$ cat config.mk
export PLATFORM = sky130hd
export DESIGN_NAME = demux12_fifo
export DESIGN_NICKNAME = d
export VERILOG_FILES = /design/src/rtl/demux12_fifo.sv
export SDC_FILE = /design/constraint.sdc
export NUM_CORES = 1
export LEC_CHECK = 0
export BUFFER_PORTS_ARGS = -buffer_cell sky130_fd_sc_hd__buf_2
export CAP_MARGIN = 40
export CORE_ASPECT_RATIO = 0.5
export CORE_MARGIN = 2
export CORE_UTILIZATION = 50
export CTS_CLUSTER_DIAMETER = 120
export CTS_CLUSTER_SIZE = 14
export DETAILED_ROUTE_END_ITERATION = 7
export HOLD_SLACK_MARGIN = 0.1
export PLACE_DENSITY_LB_ADDON = 0.15
export SLEW_MARGIN = 10
export SYNTH_ARGS = -nofsm -noshare
export SYNTH_HDL_FRONTEND = slang
export SYNTH_SLANG_ARGS = --single-unit
$ cat constraint.sdc
create_clock -name clk -period 3.3 [get_ports clk]
set_input_delay 0.165 -clock clk [delete_from_list [all_inputs] [get_ports clk]]
set_output_delay 0.165 -clock clk [all_outputs]
set_load 0.02 [all_outputs]
$ cat src/rtl/demux12_fifo.sv
// Steers one valid-qualified input stream into one of two independent FIFO lanes.
// Each lane drains under its own pop; a push to a full lane is discarded and flagged on drop.
module demux12_fifo #(
    parameter int WIDTH = 2,
    parameter int DEPTH = 4
) (
    input  logic             clk,
    input  logic             reset,
    input  logic             select,
    input  logic [WIDTH-1:0] in,
    input  logic             in_valid,
    input  logic             pop0,
    input  logic             pop1,
    output logic [WIDTH-1:0] out0,
    output logic [WIDTH-1:0] out1,
    output logic             out0_valid,
    output logic             out1_valid,
    output logic             full0,
    output logic             full1,
    output logic             empty0,
    output logic             empty1,
    output logic             drop
);

    localparam int AW = (DEPTH > 1) ? $clog2(DEPTH) : 1;
    localparam logic [AW:0]   CNT_FULL = (AW + 1)'(DEPTH);
    localparam logic [AW:0]   CNT_ONE  = (AW + 1)'(1);
    localparam logic [AW-1:0] PTR_ONE  = AW'(1);

    logic [WIDTH-1:0] r_mem       [2][DEPTH];
    logic [AW-1:0]    r_wptr      [2];
    logic [AW-1:0]    r_rptr      [2];
    logic [AW:0]      r_count     [2];
    logic [WIDTH-1:0] r_out       [2];
    logic [1:0]       r_out_valid;
    logic             r_drop;

    logic [1:0] w_pop_req;
    logic [1:0] w_full;
    logic [1:0] w_empty;
    logic [1:0] w_push;
    logic [1:0] w_pop;
    logic       w_drop;

    // Flags come from the registered count, so a same-cycle pop never frees room for a push
    // and a same-cycle push never makes an empty lane poppable.
    always_comb begin
        w_pop_req = {pop1, pop0};
        w_full    = '0;
        w_empty   = '0;
        w_push    = '0;
        w_pop     = '0;
        for (int l = 0; l < 2; l++) begin
            w_full[l]  = (r_count[l] == CNT_FULL);
            w_empty[l] = (r_count[l] == '0);
            w_push[l]  = in_valid && (select == 1'(l)) && !w_full[l];
            w_pop[l]   = w_pop_req[l] && !w_empty[l];
        end
        w_drop = in_valid && (select ? w_full[1] : w_full[0]);
    end

    // Storage array carries no reset; its contents are unreachable until rewritten.
    always_ff @(posedge clk) begin
        if (reset) begin
            for (int l = 0; l < 2; l++) begin
                if (w_push[l]) begin
                    r_mem[l][r_wptr[l]] <= in;
                end
            end
        end
    end

    always_ff @(posedge clk) begin
        if (!reset) begin
            for (int l = 0; l < 2; l++) begin
                r_wptr[l]  <= '0;
                r_rptr[l]  <= '0;
                r_count[l] <= '0;
                r_out[l]   <= '0;
            end
            r_out_valid <= '0;
            r_drop      <= 1'b0;
        end else begin
            r_drop      <= w_drop;
            r_out_valid <= w_pop;
            for (int l = 0; l < 2; l++) begin
                if (w_push[l]) begin
                    r_wptr[l] <= r_wptr[l] + PTR_ONE;
                end
                if (w_pop[l]) begin
                    r_out[l]  <= r_mem[l][r_rptr[l]];
                    r_rptr[l] <= r_rptr[l] + PTR_ONE;
                end
                case ({w_push[l], w_pop[l]})
                    2'b10:   r_count[l] <= r_count[l] + CNT_ONE;
                    2'b01:   r_count[l] <= r_count[l] - CNT_ONE;
                    default: r_count[l] <= r_count[l];
                endcase
            end
        end
    end

    assign out0       = r_out[0];
    assign out1       = r_out[1];
    assign out0_valid = r_out_valid[0];
    assign out1_valid = r_out_valid[1];
    assign full0      = w_full[0];
    assign full1      = w_full[1];
    assign empty0     = w_empty[0];
    assign empty1     = w_empty[1];
    assign drop       = r_drop;

endmodule

==> flow_summary_export.csv <==
group,metric,value,unit
outcome,outcome,"completed",
synthesis,yosys-mux-area-fraction,0.0486,
clock_network,ctsResizeCount,0,
route,postRouteAntennaNets,0,
grt,grt_max_degree,16,
route,firstDrtPassIters,4,
synthesis,synth_xor_area_frac,0.0189,
final_layout,antenna_cells,0,
synthesis,ys_ff_latch,37,
synthesis,synth_top_family_by_area,"simple AND/OR/NAND/NOR gates",
clock_network,root_buffer,"clkbuf_8",
setup_path,endpoint,"r_count[1][2]$_DFFE_PP_",
die,die_x,90.2,µm
grt,grtUsageTotal,0.153,
synthesis,synth_common_cells,"edfxtp_1, inv_1, ha_1, nor2_1, nand2_1",
synthesis,synth_top_flop_cell,"edfxtp_1",
synthesis,syn-num-nets,166,
synthesis,syn_area_per_cell,13.1,µm²
placement,gp_congestion,0.733,
final_layout,drive_gt1_frac,0.187,
placement,portBuffers,18,
grt,antenna_found_initial,0,
pwr,total_power,0.00133,W
clock_network,postCtsSetupRepairBufs,0,
clock_network,hold_buffers,0,
clock_network,clock_sinks,37,
flow_run,maxCapViolCount,0,
synthesis,synth_most_common_cell,"edfxtp_1",
timing,finalSetupViolCount,0,
setup_path,worst-path-max-fanout,8,
worst_hold_path,hp-class,"input port to register",
setup_path,critPathRequiredTime,3350,ps
setup_path,path_class,"register to register",
clock_network,clock_latency,290,ps
synthesis,synth_top_area_frac,0.550,
clock_network,clockBufferDepth,2,
synthesis,synthArstFlopShare,0,
final_layout,fin_area,2110,µm²
timing,slew_headroom,0.683,
setup_path,critPathBufInv,1,
timing,setup-tns-final,0,ps
route,first_iter_violations,63,
pwr,pwr_density_cell,632,nW/µm²
setup_path,reg2reg_to,"r_count[1][2]$_DFFE_PP_",
timing,max_slew.worst_pin.slew,471,ps
setup_path,rrSetupSlack,770,ps
grt,grt_first_pass_wirelength,4660,µm
die,pin_count,19,
final_layout,nets,189,
setup_path,path_delay_family,"compound AO/OA/AOI/OAI gates",
timing,hold_violations,0,
die,die_y,47.1,µm
synthesis,synthDistinctLibCells,31,
clock_network,cts_made_buffers,5,
route,wl,2890,µm
placement,dp.final_hpwl,2160,µm
setup_path,worstReg2RegStart,"r_count[0][0]$_SDFFCE_PN0P_",
die,dieArea,4240,µm²
final_layout,areaGrowthSynthToFinish,13.8,%
timing,max_freq,395,MHz
die,core_area,3490,µm²
setup_path,path_cells,"or3b_1 > nand2_1 > inv_1 > ha_1 > o41ai_4 > nor4b_1 > o32a_1",
route,viasPerCell,4.99,
setup_path,cp-end-kind,"register",
timing,min_period_over_period,0.767,
placement,placed_cell_area,2000,µm²
route,post_drt_wl_per_cell,13.3,µm
grt,grt_overflow,0,
setup_path,critPathMaxStageDelay,500,ps
clock_network,h-tree-depth,2,
setup_path,critPathSlowestCell,"or3b_1",
setup_path,critPathArrivalTime,2580,ps
pwr,p_leak,0.898,nW
route,vias,1082,
synthesis,yosysWarnings,0,
timing,drv_slew,0,
setup_path,cp-start-kind,"register",
die,num_rows,15,
worst_hold_path,worst_hold_path.num_cells,2,
worst_hold_path,hp-start,"pop1",
pwr,vdd_drop_max,0.000261,V
synthesis,synth_adder_area_share,0.112,
timing,worst_slack,770,ps
setup_path,startpoint,"r_count[0][0]$_SDFFCE_PN0P_",
synthesis,synthTopCellsByArea,"edfxtp_1, ha_1, mux4_2, dfxtp_1, inv_1",
timing,skew,6.22,ps
final_layout,final_cells,217,
clock_network,cts_tree,"yes",
synthesis,yosysSeqAreaShare,0.583,
synthesis,synth-simple-area-share,0.138,
clock_network,cts.clk_slew.worst_paths,80,ps
synthesis,synth_area_leader_cell,"edfxtp_1",
synthesis,synth_area,1860,µm²
route,drcViolationCount,0,
synthesis,synthCells,142,
synthesis,synth_edf_count,34,
setup_path,cp.depth,7,
synthesis,synth_compound_area_frac,0.0627,
placement,pre_cts_ws,755,ps
setup_path,rr_worst_depth,7,
die,initial_core_util,0.532,
timing,min_period,2530,ps
grt,grt_pass1_vias,991,
timing,rsz0062_at_grt,"no",
placement,dpl.cell_count,209,
## final cells by class
| class | instances | area [µm²] |
|---|---|---|
| clock buffer | 5 | 68.8 |
| clock inverter | 3 | 41.3 |
| fill | 306 | 1380 |
| inverter | 16 | 60.1 |
| multi-input combinational | 87 | 706 |
| sequential | 37 | 1080 |
| tap | 51 | 63.8 |
| timing repair buffer | 18 | 90.1 |
## per-layer routing
metal	GRT usage	wire, µm	vias to the layer above
met5	0	0	-
met4	0.0646	38	0
met3	0.0482	91	5
met2	0.257	1420	10
met1	0.193	1350	524
li1	-	-	543
## through the flow
| step | utilization | hold WS (ps) |
|---|---|---|
| after detailed placement | 0.573 | 446 |
| after CTS | 0.605 | 143 |
| final | 0.605 | 146 |
| after global placement | 0.573 | 440 |
| after floorplan | - | 264 |
| after global routing | 0.605 | 171 |
## flip-flops by register name, indices dropped and copies added, names as in the netlist
register     flops
r_wptr           4
drop             1
r_mem           16
r_rptr           4
r_count          6
r_out_valid      2
r_out            4
## logic make-up after synthesis
logic type | Yosys count
AOI/OAI and AO/OA | 14
xor gates and xnor gates | 4
adders and majority gates | 16
buffers and inverters | 18
DFF | 37
muxes | 4
and+or+nand+nor | 49
## cells in the final DEF (no fill, tap or decap), types with 2 or more instances in the layout
cell      netlist  layout
edfxtp_1       34      34
and2_1          6       6
mux4_2          4       4
nor2_1         11      11
a21oi_1         2       2
dfxtp_1         3       3
nand2b_1        2       2
ha_1           15      15
o21ai_0         4       4
and3_1          6       6
nand2_1        10      10
nand3_1         3       3
nor2b_1         6       6
buf_2           1      18
inv_1          16      16
a21boi_1        2       2
clkbuf_8        0       5
xnor2_1         3       3
## worst min path at each step
stage	to	slack (ps)
5_1_grt	r_mem[0][4]$_DFFE_PP_	170
2_1_floorplan	r_mem[0][0]$_DFFE_PP_	260
6_report	r_out_valid[1]$_SDFF_PN0_	150
4_1_cts	r_out_valid[1]$_SDFF_PN0_	140
3_5_place_dp	r_out_valid[1]$_SDFF_PN0_	450
3_3_place_gp	r_out_valid[1]$_SDFF_PN0_	440
## where the power goes
group          total (W)  leakage [nW]  internal (W)  switching, W
Sequential      0.000636         0.360      0.000589     0.0000472
Combinational   0.000310         0.486      0.000132      0.000178
Clock           0.000389        0.0518      0.000222      0.000167
Total            0.00133         0.898      0.000943      0.000391
Note: power is estimated with default switching activity, not from simulation.
